### src/rtl/nanov_pkg.sv
// Shared definitions for the nanoV output peripheral: select byte, bit-op encodings,
// scan state encoding and the small datapath helpers used by the register bank.
package nanov_pkg;

    localparam logic [7:0] BASE_ADDR_HI = 8'h10;

    typedef enum logic [1:0] {
        OP_WRITE  = 2'b00,
        OP_SET    = 2'b01,
        OP_CLR    = 2'b10,
        OP_TOGGLE = 2'b11
    } op_e;

    typedef enum logic {
        ST_BLANK = 1'b0,
        ST_SHOW  = 1'b1
    } scan_state_e;

    // The CPU shifts store data out LSB-last, so the received word arrives mirrored.
    function automatic logic [31:0] bitrev32(input logic [31:0] d);
        logic [31:0] r;
        r = '0;
        for (int unsigned i = 0; i < 32; i++) begin
            r[i] = d[31-i];
        end
        return r;
    endfunction

    function automatic logic [31:0] apply_op(input op_e op, input logic [31:0] cur,
                                             input logic [31:0] d);
        logic [31:0] r;
        case (op)
            OP_WRITE:  r = d;
            OP_SET:    r = cur | d;
            OP_CLR:    r = cur & ~d;
            OP_TOGGLE: r = cur ^ d;
            default:   r = cur;
        endcase
        return r;
    endfunction

endpackage

### src/rtl/nanov_led_mux.sv
// Column-multiplexed LED scanner: alternates dark gaps and lit columns, showing one
// frame snapshot of the source word per full sweep so a frame never tears.
module nanov_led_mux
    import nanov_pkg::*;
#(
    parameter int NUM_COLS = 4,
    parameter int ROW_W    = 8,
    parameter int DWELL    = 4096,
    parameter int BLANK    = 64
) (
    input  logic                clk,
    input  logic                rst,
    input  logic [31:0]         frame,
    output logic [ROW_W-1:0]    leds,
    output logic [NUM_COLS-1:0] lcol
);

    localparam int CNT_MAX = (DWELL > BLANK) ? DWELL : BLANK;
    localparam int CNT_W   = $clog2(CNT_MAX + 1);
    localparam int COL_W   = (NUM_COLS > 1) ? $clog2(NUM_COLS) : 1;

    localparam logic [CNT_W-1:0] DWELL_END = CNT_W'(DWELL - 1);
    localparam logic [CNT_W-1:0] BLANK_END = CNT_W'((BLANK > 0) ? BLANK - 1 : 0);
    localparam logic [COL_W-1:0] COL_LAST  = COL_W'(NUM_COLS - 1);

    scan_state_e         r_state;
    logic [CNT_W-1:0]    r_cnt;
    logic [COL_W-1:0]    r_col;
    logic [31:0]         r_snap;
    logic [ROW_W-1:0]    r_leds;
    logic [NUM_COLS-1:0] r_lcol;

    logic [31:0]         w_src;

    // Column 0 starts a new frame, so it must display the word being snapshotted now.
    assign w_src = (r_col == '0) ? frame : r_snap;

    always_ff @(posedge clk or posedge rst) begin
        if (rst) begin
            r_state <= ST_BLANK;
            r_cnt   <= '0;
            r_col   <= '0;
            r_snap  <= '0;
            r_leds  <= '0;
            r_lcol  <= '0;
        end else begin
            case (r_state)
                ST_BLANK: begin
                    if (r_cnt == BLANK_END) begin
                        r_state <= ST_SHOW;
                        r_cnt   <= '0;
                        r_lcol  <= NUM_COLS'(1) << r_col;
                        r_leds  <= w_src[ROW_W*r_col +: ROW_W];
                        if (r_col == '0) begin
                            r_snap <= frame;
                        end
                    end else begin
                        r_cnt <= r_cnt + CNT_W'(1);
                    end
                end
                ST_SHOW: begin
                    if (r_cnt == DWELL_END) begin
                        r_state <= ST_BLANK;
                        r_cnt   <= '0;
                        r_lcol  <= '0;
                        r_leds  <= '0;
                        r_col   <= (r_col == COL_LAST) ? '0 : r_col + COL_W'(1);
                    end else begin
                        r_cnt <= r_cnt + CNT_W'(1);
                    end
                end
                default: r_state <= ST_BLANK;
            endcase
        end
    end

    assign leds = r_leds;
    assign lcol = r_lcol;

endmodule

### src/rtl/nanov_periph_out.sv
// nanoV memory-mapped output peripheral: address decode, register bank with
// write/set/clear/toggle access, write strobes, and LED matrix driven from register 0.
module nanov_periph_out
    import nanov_pkg::*;
#(
    parameter logic [7:0] BASE_HI  = BASE_ADDR_HI,
    parameter int         NUM_REGS = 4,
    parameter int         REVERSE  = 1,
    parameter int         NUM_COLS = 4,
    parameter int         ROW_W    = 8,
    parameter int         DWELL    = 4096,
    parameter int         BLANK    = 64
) (
    input  logic                     clk,
    input  logic                     rst,
    input  logic                     latch_addr,
    input  logic                     latch_data,
    input  logic [31:0]              raw_data,
    output logic [32*NUM_REGS-1:0]   regs,
    output logic [NUM_REGS-1:0]      wr_pulse,
    output logic [ROW_W-1:0]         leds,
    output logic [NUM_COLS-1:0]      lcol
);

    logic                r_sel;
    logic [7:0]          r_addr;
    logic [31:0]         r_regs [NUM_REGS];
    logic [NUM_REGS-1:0] r_wr_pulse;

    logic [5:0]          w_idx;
    op_e                 w_op;
    logic [31:0]         w_data;
    logic                w_write;

    assign w_idx   = r_addr[7:2];
    assign w_op    = op_e'(r_addr[1:0]);
    assign w_data  = (REVERSE != 0) ? bitrev32(raw_data) : raw_data;
    assign w_write = latch_data & r_sel;

    // Data phase reads the sel/addr registered earlier, so a same-cycle address only
    // affects later stores.
    always_ff @(posedge clk or posedge rst) begin
        if (rst) begin
            r_sel  <= 1'b0;
            r_addr <= '0;
        end else if (latch_addr) begin
            if (raw_data[31:24] == BASE_HI) begin
                r_sel  <= 1'b1;
                r_addr <= raw_data[7:0];
            end else begin
                r_sel  <= 1'b0;
            end
        end
    end

    // Indices at or above NUM_REGS match no bank entry and are silently dropped.
    always_ff @(posedge clk or posedge rst) begin
        if (rst) begin
            for (int unsigned i = 0; i < NUM_REGS; i++) begin
                r_regs[i] <= '0;
            end
            r_wr_pulse <= '0;
        end else begin
            for (int unsigned i = 0; i < NUM_REGS; i++) begin
                if (w_write && (w_idx == 6'(i))) begin
                    r_regs[i]     <= apply_op(w_op, r_regs[i], w_data);
                    r_wr_pulse[i] <= 1'b1;
                end else begin
                    r_wr_pulse[i] <= 1'b0;
                end
            end
        end
    end

    always_comb begin
        regs = '0;
        for (int unsigned i = 0; i < NUM_REGS; i++) begin
            regs[32*i +: 32] = r_regs[i];
        end
    end

    assign wr_pulse = r_wr_pulse;

    nanov_led_mux #(
        .NUM_COLS (NUM_COLS),
        .ROW_W    (ROW_W),
        .DWELL    (DWELL),
        .BLANK    (BLANK)
    ) u_led_mux (
        .clk   (clk),
        .rst   (rst),
        .frame (r_regs[0]),
        .leds  (leds),
        .lcol  (lcol)
    );

endmodule

### config.mk
export PLATFORM = sky130hd
export DESIGN_NAME = nanov_periph_out
export DESIGN_NICKNAME = d
export VERILOG_FILES = /design/src/rtl/nanov_pkg.sv /design/src/rtl/nanov_led_mux.sv /design/src/rtl/nanov_periph_out.sv
export SDC_FILE = /design/constraint.sdc
export NUM_CORES = 1
export LEC_CHECK = 0
export CAP_MARGIN = 20
export CORE_ASPECT_RATIO = 1.75
export CORE_MARGIN = 2
export CORE_UTILIZATION = 41
export CTS_CLUSTER_SIZE = 16
export DETAILED_ROUTE_END_ITERATION = 16
export HOLD_SLACK_MARGIN = 0.08
export PLACE_DENSITY = 0.74
export SYNTH_ARGS = -nofsm -noshare
export SYNTH_HDL_FRONTEND = slang
export SYNTH_SLANG_ARGS = --single-unit
### constraint.sdc
create_clock -name clk -period 16.3 [get_ports clk]
set_input_delay 1.63 -clock clk [delete_from_list [all_inputs] [get_ports clk]]
set_output_delay 1.63 -clock clk [all_outputs]
set_load 0.1 [all_outputs]
==> impl_metrics.env, run 1 <==
export IMPL_dieArea_um2=38400
export IMPL_p_leak_nw=8.31
export IMPL_synthTopCellsByArea="dfrtp_1 33%, ha_1 22%, mux2_2 12%, a21oi_1 7.4%, a211oi_1 7.1%"
export IMPL_drc=0
export IMPL_synth_cell_type_count=31
export IMPL_tritoncts="done"
export IMPL_synth_ff_type="dfrtp_1"
export IMPL_yosysSeqAreaShare=0.333
export IMPL_finish_utilization=0.495
export IMPL_avgViaCountPerCell=5.50
export IMPL_outcome="finished, final reports clean"
export IMPL_worstPathCellList="clkdlybuf4s50_1"
export IMPL_power_density_nw_per_um2=76.3
export IMPL_cp_num_buf_inv=1
export IMPL_cts_setup_buffers=0
export IMPL_io_pins=180
export IMPL_syn_inst=1527
export IMPL_setup_violations=0
export IMPL_fin_crit_sh=0.241
export IMPL_synth_edf_count=0
export IMPL_wl_per_cell_um=18.1
export IMPL_maxSlewHeadroom=0.266
export IMPL_cts_resized=0
export IMPL_max_freq_mhz=254
export IMPL_drv_cap=0
export IMPL_via_count=11700
export IMPL_final_antenna_net_count=0
export IMPL_antenna_found_initial=0
export IMPL_drt_iter0_markers=577
export IMPL_slowest_delay_ns=1.23
export IMPL_nets=1940
export IMPL_hold_violations=0
export IMPL_die_h_um=258
export IMPL_crit_type="register to output port"
export IMPL_clk_pin_slew_worst_paths_ns=0.07
export IMPL_cp_top_family="buffers and inverters"
export IMPL_area_growth_pct=19.8
export IMPL_cts_buffer_depth=3
export IMPL_clock_sinks=201
export IMPL_grt_use_total=0.201
export IMPL_cts_root_buf="clkbuf_16"
export IMPL_grt_ovfl_total=0
export IMPL_synth_net_count=1824
export IMPL_tightest_slew_ns=1.10
export IMPL_synth_seq_cells=201
export IMPL_grt_pass1_vias=12300
export IMPL_grt_max_degree=126
export IMPL_finalPower_mw=1.38
export IMPL_critPathLaunchType="register"
export IMPL_gp_congestion=0.786
export IMPL_yosysTopAreaCellShare=0.333
export IMPL_drive_gt1_frac=0.157
export IMPL_clk_latency_ns=0.52
export IMPL_cts_buffers=22
export IMPL_dp_hpwl_um=26400
export IMPL_synthMostInstantiatedCell="ha_1"
export IMPL_nFillCells=3370
export IMPL_finalMaxSlewViolations=0
export IMPL_period_minus_slack_ns=3.93
export IMPL_required_ns=14.67
export IMPL_io_buffers=179
export IMPL_tns_ns=0
export IMPL_initial_utilization=0.413
export IMPL_ir_drop_mv=0.0672
export IMPL_rsz0062_at_grt="false"
export IMPL_cts_hold_buffers=0
export IMPL_cts_max_level=1
export IMPL_finClkSkew_ns=0.00789
export IMPL_critPathSlowestCell="clkdlybuf4s50_1"
export IMPL_core_area_um2=36500
export IMPL_crit_arrival_ns=2.30
export IMPL_syn_area_um2=15100
export IMPL_cp_end_kind="output port"
export IMPL_yosys_top_cells_count="261 x ha_1, 224 x a21oi_1, 201 x dfrtp_1"
export IMPL_drt_total_wl_um=38600
export IMPL_die_w_um=149
export IMPL_synthArstFlopShare=1.00
export IMPL_hp_class="register to register"
export IMPL_syn_area_per_cell_um2=9.88
export IMPL_synth_top_cell_by_area="dfrtp_1"
export IMPL_crit_fanout=6
export IMPL_row_count=93
export IMPL_ys_warn_count=0
export IMPL_grt_pass1_wl_um=63200
export IMPL_antenna_cells=0
export IMPL_firstDrtPassIters=5
-- through the flow --
step	hold WS, ns	area (um^2)	std cells	setup slack, ns
after detailed placement	0.493	17100	2091	12.33
after floorplan	0.453	15100	1527	9.19
after global placement	0.472	17100	2091	12.35
final	0.497	18100	2133	12.37
after CTS	0.502	18000	2130	12.32
after global routing	0.511	18100	2133	12.32
-- final cells by class --
class,instances,area (um^2),share of cell area
Multi-Input combinational cell,1055,8980,0.497
Sequential cell,201,5040,0.279
Timing Repair Buffer,193,1950,0.108
Inverter,170,646,0.0357
Tap cell,475,594,0.0329
Clock buffer,24,579,0.0320
Clock inverter,15,288,0.0159
-- layout by cell type (no fill, tap or decap), types with 2 or more instances in the layout --
| cell | count |
|---|---|
| a211oi_1 | 143 |
| a211oi_2 | 17 |
| a21oi_1 | 224 |
| a22o_1 | 11 |
| and4_1 | 2 |
| buf_16 | 2 |
| buf_4 | 11 |
| bufinv_16 | 8 |
| clkbuf_16 | 23 |
| clkdlybuf4s50_1 | 179 |
| clkinv_2 | 3 |
| clkinvlp_4 | 2 |
| dfrtp_1 | 199 |
| dfrtp_4 | 2 |
| ha_1 | 261 |
| inv_1 | 168 |
| mux2_2 | 166 |
| mux2i_1 | 2 |
| mux4_2 | 16 |
| nand2_1 | 31 |
| nand3_1 | 4 |
| nand4_1 | 4 |
| nor2_1 | 139 |
| nor3_1 | 2 |
| nor4_1 | 6 |
| nor4_2 | 3 |
| o21ai_0 | 6 |
| or2_2 | 2 |
| or4_4 | 2 |
| xnor2_1 | 6 |
| xor2_1 | 4 |
-- where the power goes --
| part | internal [mW] | total (mW) | switching (mW) |
|---|---|---|---|
| Combinational | 0.0778 | 0.246 | 0.168 |
| Clock | 0.385 | 0.606 | 0.221 |
| Sequential | 0.510 | 0.527 | 0.0177 |
-- final timing paths --
path                                    start            endpoint  slack, ns  cells past startpoint
setup / recovery                      regs[3]             regs[3]      12.37                      1
min in group asynchronous                 rst            regs[46]       1.67                      2
hold / removal             u_led_mux.r_cnt[0]  u_led_mux.r_cnt[0]       0.50                      1
max in group asynchronous                 rst            regs[42]      13.30                      4
setup reg to reg                    r_addr[0]           regs[108]      13.18                      5
hold reg to reg            u_led_mux.r_cnt[0]  u_led_mux.r_cnt[0]       0.50                      1
-- routing by layer --
layer | GRT usage | routed length (um)
met1 | 0.236 | 15500
met2 | 0.365 | 20200
met3 | 0.0233 | 1330
met4 | 0.0868 | 1560
met5 | 0 | 0
-- state kept, by name, summed over array words and instances (netlist names) --
| name | cells |
|---|---|
| u_led_mux.leds | 8 |
| u_led_mux.lcol | 4 |
| u_led_mux.r_state | 1 |
| u_led_mux.r_col | 2 |
| u_led_mux.r_cnt | 13 |
| regs | 128 |
| u_led_mux.r_snap | 32 |
| wr_pulse | 4 |
| r_addr | 8 |
| r_sel | 1 |
-- kinds of logic after synthesis --
family / count (synthesis) / synth area share
multiplexers: 184 / 0.149
adder cells (fa/ha/maj): 261 / 0.216
AO/OA/AOI/OAI: 402 / 0.168
XOR/XNOR: 10 / 0.00581
AND/OR/NAND/NOR: 198 / 0.0544
flip-flops: 201 / 0.333
buffers and inverters: 271 / 0.0723
(Power assumes the default switching activity.)
==> run 2, diff against run 1 <==
Settings changed: PLACE_DENSITY 0.74 to 0.76.
Clock period 16.3 ns to 3.2 ns, I/O delays scaled along.
==> run 2 against run 1 <==
  * Die area did not move
  * Sequential power rose to 5.1 times the previous value
  * Critical path depth rose by 5
  * Critical endpoint is now u_led_mux.leds[6]
==> impl_metrics.env, run 2 (synthesis results as in run 1) <==
export IMPL_outcome="finished, final reports clean"
export IMPL_drc=0
export IMPL_cts_resized=0
export IMPL_antenna_cells=0
export IMPL_clk_latency_ns=0.52
export IMPL_row_count=93
export IMPL_final_cells=2145
export IMPL_power_density_nw_per_um2=370
export IMPL_clk_pin_slew_worst_paths_ns=0.06
export IMPL_cp_num_buf_inv=1
export IMPL_finalMaxSlewViolations=0
export IMPL_io_pins=180
export IMPL_required_ns=3.60
export IMPL_cts_buffer_depth=3
export IMPL_firstDrtPassIters=5
export IMPL_drive_gt1_frac=0.183
export IMPL_grt_pass1_wl_um=63800
export IMPL_grt_pass1_vias=12300
export IMPL_finalPower_mw=6.68
export IMPL_crit_type="register to register"
export IMPL_p_leak_nw=8.41
export IMPL_drt_total_wl_um=38900
export IMPL_worstPathCellList="clkinv_1, ha_1, mux4_2, nand2_1, nand2_1, a22o_1"
export IMPL_placedCellCount=2105
export IMPL_crit_arrival_ns=2.92
export IMPL_hp_class="input pin to async pin"
export IMPL_tns_ns=0
export IMPL_setup_violations=0
export IMPL_cts_setup_buffers=0
export IMPL_via_count=11700
export IMPL_fin_crit_sh=0.787
export IMPL_crit_fanout=17
export IMPL_avgViaCountPerCell=5.47
export IMPL_final_cell_mix="261 x ha_1, 224 x a21oi_1, 199 x dfrtp_1, 168 x inv_1, 166 x mux2_2"
export IMPL_drv_cap=0
export IMPL_cp_end_kind="register"
export IMPL_initial_utilization=0.413
export IMPL_cts_root_buf="clkbuf_16"
export IMPL_grt_max_degree=77
export IMPL_slowest_delay_ns=0.73
export IMPL_critPathMostFrequentCell="nand2_1"
export IMPL_nets=1951
export IMPL_final_common_cell="ha_1"
export IMPL_hold_violations=0
export IMPL_drt_iter0_markers=511
export IMPL_cp_top_family="adder cells"
export IMPL_area_growth_pct=19.7
export IMPL_largest_register_ffs=128
export IMPL_dieArea_um2=38400
export IMPL_cts_buffers=22
export IMPL_critPathSlowestCell="ha_1"
export IMPL_holdWs_ns=0.251
export IMPL_grt_use_total=0.204
export IMPL_antenna_found_initial=0
export IMPL_die_w_um=149
export IMPL_finClkSkew_ns=0.0120
export IMPL_ir_drop_mv=0.318
export IMPL_wl_per_cell_um=18.1
export IMPL_tritoncts="done"
export IMPL_io_buffers=179
export IMPL_maxSlewHeadroom=0.307
export IMPL_cts_hold_buffers=0
export IMPL_grt_ovfl_total=0
export IMPL_clock_sinks=201
export IMPL_tightest_slew_ns=1.04
export IMPL_cts_max_level=1
export IMPL_gp_congestion=0.827
export IMPL_die_h_um=258
export IMPL_dp_hpwl_um=27700
export IMPL_critPathLaunchType="register"
export IMPL_core_area_um2=36500
export IMPL_nFillCells=3298
export IMPL_rsz0062_at_grt="false"
export IMPL_max_freq_mhz=397
export IMPL_period_minus_slack_ns=2.52
export IMPL_final_antenna_net_count=0
## run 2: per-stage QoR
stage / worst slack, ns / instance area, um^2 / utilization
3_3_place_gp: 0.765 / 17300 / 0.473
4_1_cts: 0.676 / 18100 / 0.494
2_1_floorplan: 0.278 / 15100 / -
6_report: 0.680 / 18100 / 0.494
3_5_place_dp: 0.697 / 17300 / 0.473
5_1_grt: 0.479 / 18100 / 0.494
## run 2: worst paths after layout
check                                   start                  to  slack (ns)  cells past startpoint
setup / recovery           u_led_mux.r_col[1]   u_led_mux.leds[6]        0.68                      6
hold / removal                            rst           regs[110]        0.25                      2
setup reg to reg           u_led_mux.r_col[1]   u_led_mux.leds[6]        0.68                      6
hold reg to reg            u_led_mux.r_cnt[0]  u_led_mux.r_cnt[0]        0.50                      1
max in group asynchronous                 rst           regs[119]        2.15                      3
min in group clk                  raw_data[4]           r_addr[4]        0.50                      2
## run 2: area by class of cell
| cell class | count | area, um^2 | share of cell area |
|---|---|---|---|
| Inverter | 170 | 642 | 0.0355 |
| Clock inverter | 7 | 91.3 | 0.00506 |
| Timing Repair Buffer | 204 | 2030 | 0.112 |
| Multi-Input combinational cell | 1055 | 8980 | 0.497 |
| Tap cell | 475 | 594 | 0.0329 |
| Clock buffer | 33 | 683 | 0.0378 |
| Sequential cell | 201 | 5040 | 0.279 |
## run 2: routing by layer
| metal | vias to the layer above | track usage | share of wire |
|---|---|---|---|
| met5 | - | 0 | 0 |
| met2 | 252 | 0.371 | 0.52 |
| met3 | 99 | 0.0217 | 0.033 |
| met1 | 5770 | 0.233 | 0.40 |
| li1 | 5615 | - | - |
| met4 | 0 | 0.104 | 0.049 |
## run 2: power by group
group | switching [mW] | internal (mW)
sequential | 0.0938 | 2.60
clock | 1.09 | 1.64
combinational | 0.857 | 0.407
==> run 3, diff against run 2 <==
Clock period 3.2 ns to 2.3 ns, I/O delays scaled along.
==> run 3 against run 2 <==
  * Fmax rose by 20%
  * Combinational power rose by 42%
  * Wire length rose by 1.2%
  * Power rose by 39%
  * Register-to-register slack got worse by 0.48 ns
  * Via count rose by 0.89%
  * Design area fell by 0.28%
  * Sequential share of layout area rose by 0.079 points
  * Sequential cell count did not move
  * Clock power rose by 39%
  * Critical path type unchanged
==> impl_metrics.env, run 3 (synthesis results as in run 1) <==
export IMPL_grt_ovfl_total=0
export IMPL_io_buffers=179
export IMPL_hold_violations=0
export IMPL_finClkSkew_ns=0.0118
export IMPL_tightest_slew_ns=0.550
export IMPL_nets=1971
export IMPL_critPathSlowestCell="or4_4"
export IMPL_max_freq_mhz=476
export IMPL_dp_hpwl_um=28100
export IMPL_critPathMostFrequentCell="or4_4"
export IMPL_grt_max_degree=84
export IMPL_post_dp_cell_area_um2=17200
export IMPL_cts_max_level=1
export IMPL_drive_gt1_frac=0.256
export IMPL_initial_utilization=0.413
export IMPL_maxSlewHeadroom=0.630
export IMPL_cts_root_buf="clkbuf_16"
export IMPL_drt_iter0_markers=503
export IMPL_cts_buffer_depth=3
export IMPL_power_density_nw_per_um2=516
export IMPL_p_leak_nw=8.70
export IMPL_final_antenna_net_count=0
export IMPL_cts_setup_buffers=0
export IMPL_final_cell_mix="261 x ha_1, 224 x a21oi_1, 199 x dfrtp_1, 170 x buf_4, 168 x inv_1"
export IMPL_rsz0062_at_grt="false"
export IMPL_finalMaxSlewViolations=0
export IMPL_cts_hold_buffers=1
export IMPL_period_minus_slack_ns=2.10
export IMPL_row_count=93
export IMPL_clk_pin_slew_worst_paths_ns=0.06
export IMPL_crit_arrival_ns=2.49
export IMPL_die_h_um=258
export IMPL_crit_fanout=29
export IMPL_worstPathCellList="or4_4, or4_4, buf_4, a211oi_1, a21oi_1"
export IMPL_cts_buffers=22
export IMPL_io_pins=180
export IMPL_grt_pass1_wl_um=64100
export IMPL_cts_resized=0
export IMPL_area_growth_pct=19.4
export IMPL_reg2reg_slack_ns=0.20
export IMPL_dieArea_um2=38400
export IMPL_drc=0
export IMPL_crit_type="register to register"
export IMPL_wl_per_cell_um=18.2
export IMPL_fin_crit_sh=0.913
export IMPL_clk_latency_ns=0.53
export IMPL_grt_pass1_vias=12200
export IMPL_dpl_worst_slack_ns=0.206
export IMPL_critPathLaunchType="register"
export IMPL_drt_total_wl_um=39400
export IMPL_antenna_cells=0
export IMPL_tritoncts="done"
export IMPL_largest_register_ffs=128
export IMPL_required_ns=2.69
export IMPL_die_w_um=149
export IMPL_tns_ns=0
export IMPL_ir_drop_mv=0.567
export IMPL_final_common_cell="ha_1"
export IMPL_drv_cap=0
export IMPL_holdWs_ns=0.437
export IMPL_post_route_worst_setup_slack_ns=0.199
export IMPL_cp_end_kind="register"
export IMPL_slowest_delay_ns=0.57
export IMPL_design_area_um2=18000
export IMPL_via_count=11800
export IMPL_gp_congestion=0.827
export IMPL_firstDrtPassIters=4
export IMPL_setup_violations=0
export IMPL_clock_sinks=201
export IMPL_outcome="finished, final reports clean"
export IMPL_hp_class="input pin to register"
export IMPL_antenna_found_initial=0
export IMPL_grt_use_total=0.205
export IMPL_avgViaCountPerCell=5.47
export IMPL_core_area_um2=36500
==> run 3: cell types whose count changed in the layout (fill, tap and decap cells not counted), sizes merged <==
| cell | previous run | this run |
|---|---|---|
| buf | 59 | 188 |
| bufinv | 2 | 3 |
| clkbuf | 33 | 29 |
| clkdlybuf4s50 | 145 | 35 |
| clkinv | 4 | 6 |
| clkinvlp | 2 | 3 |
| dlygate4sd3 | 0 | 1 |
| inv | 169 | 168 |
==> run 3: area by class of cell <==
class | instances | area [um^2]
multi-input combinational | 1055 | 8980
timing repair buffer | 224 | 2000
inverter | 170 | 642
sequential | 201 | 5040
clock buffer | 29 | 628
tap | 475 | 594
fill | 3328 | 18500
clock inverter | 10 | 130
==> run 3: final timing paths <==
kind / start / to / cells after the start
hold reg to reg: u_led_mux.r_snap[24] / u_led_mux.r_snap[24] / 1
setup reg to reg: r_addr[5] / regs[126] / 5
hold / removal: raw_data[4] / r_addr[4] / 2
setup / recovery: r_addr[5] / regs[126] / 5
min in group asynchronous: rst / regs[46] / 3
max in group asynchronous: rst / regs[72] / 4
==> run 3: per-stage QoR <==
step           utilization  total power, mW  std cells
2_1_floorplan            -             5.04       1527
3_3_place_gp         0.472             5.48       2124
3_5_place_dp         0.472             5.56       2124
4_1_cts              0.493             9.39       2164
5_1_grt              0.493             9.67       2164
6_report             0.493             9.30       2164
==> run 3: routing by layer <==
layer / track usage / routed length (um) / up-vias
met4: 0.101 / 1870 / 0
met3: 0.0246 / 1440 / 85
met1: 0.229 / 15200 / 5846
met2: 0.380 / 20900 / 258
met5: 0 / 0 / -
li1: - / - / 5651
==> run 3: critical path: cells and delay by family (launching register included) <==
kind                   cells  cell delay (ns)
and+or+nand+nor            2             1.02
DFF                        1             0.38
AOI/OAI and AO/OA          2             0.29
buffers and inverters      1             0.27
==> run 3: power by group <==
part	total, mW	leakage, nW	switching, mW	internal, mW
sequential	3.72	2.65	0.103	3.61
combinational	1.79	5.67	1.23	0.561
clock	3.79	0.371	1.53	2.26
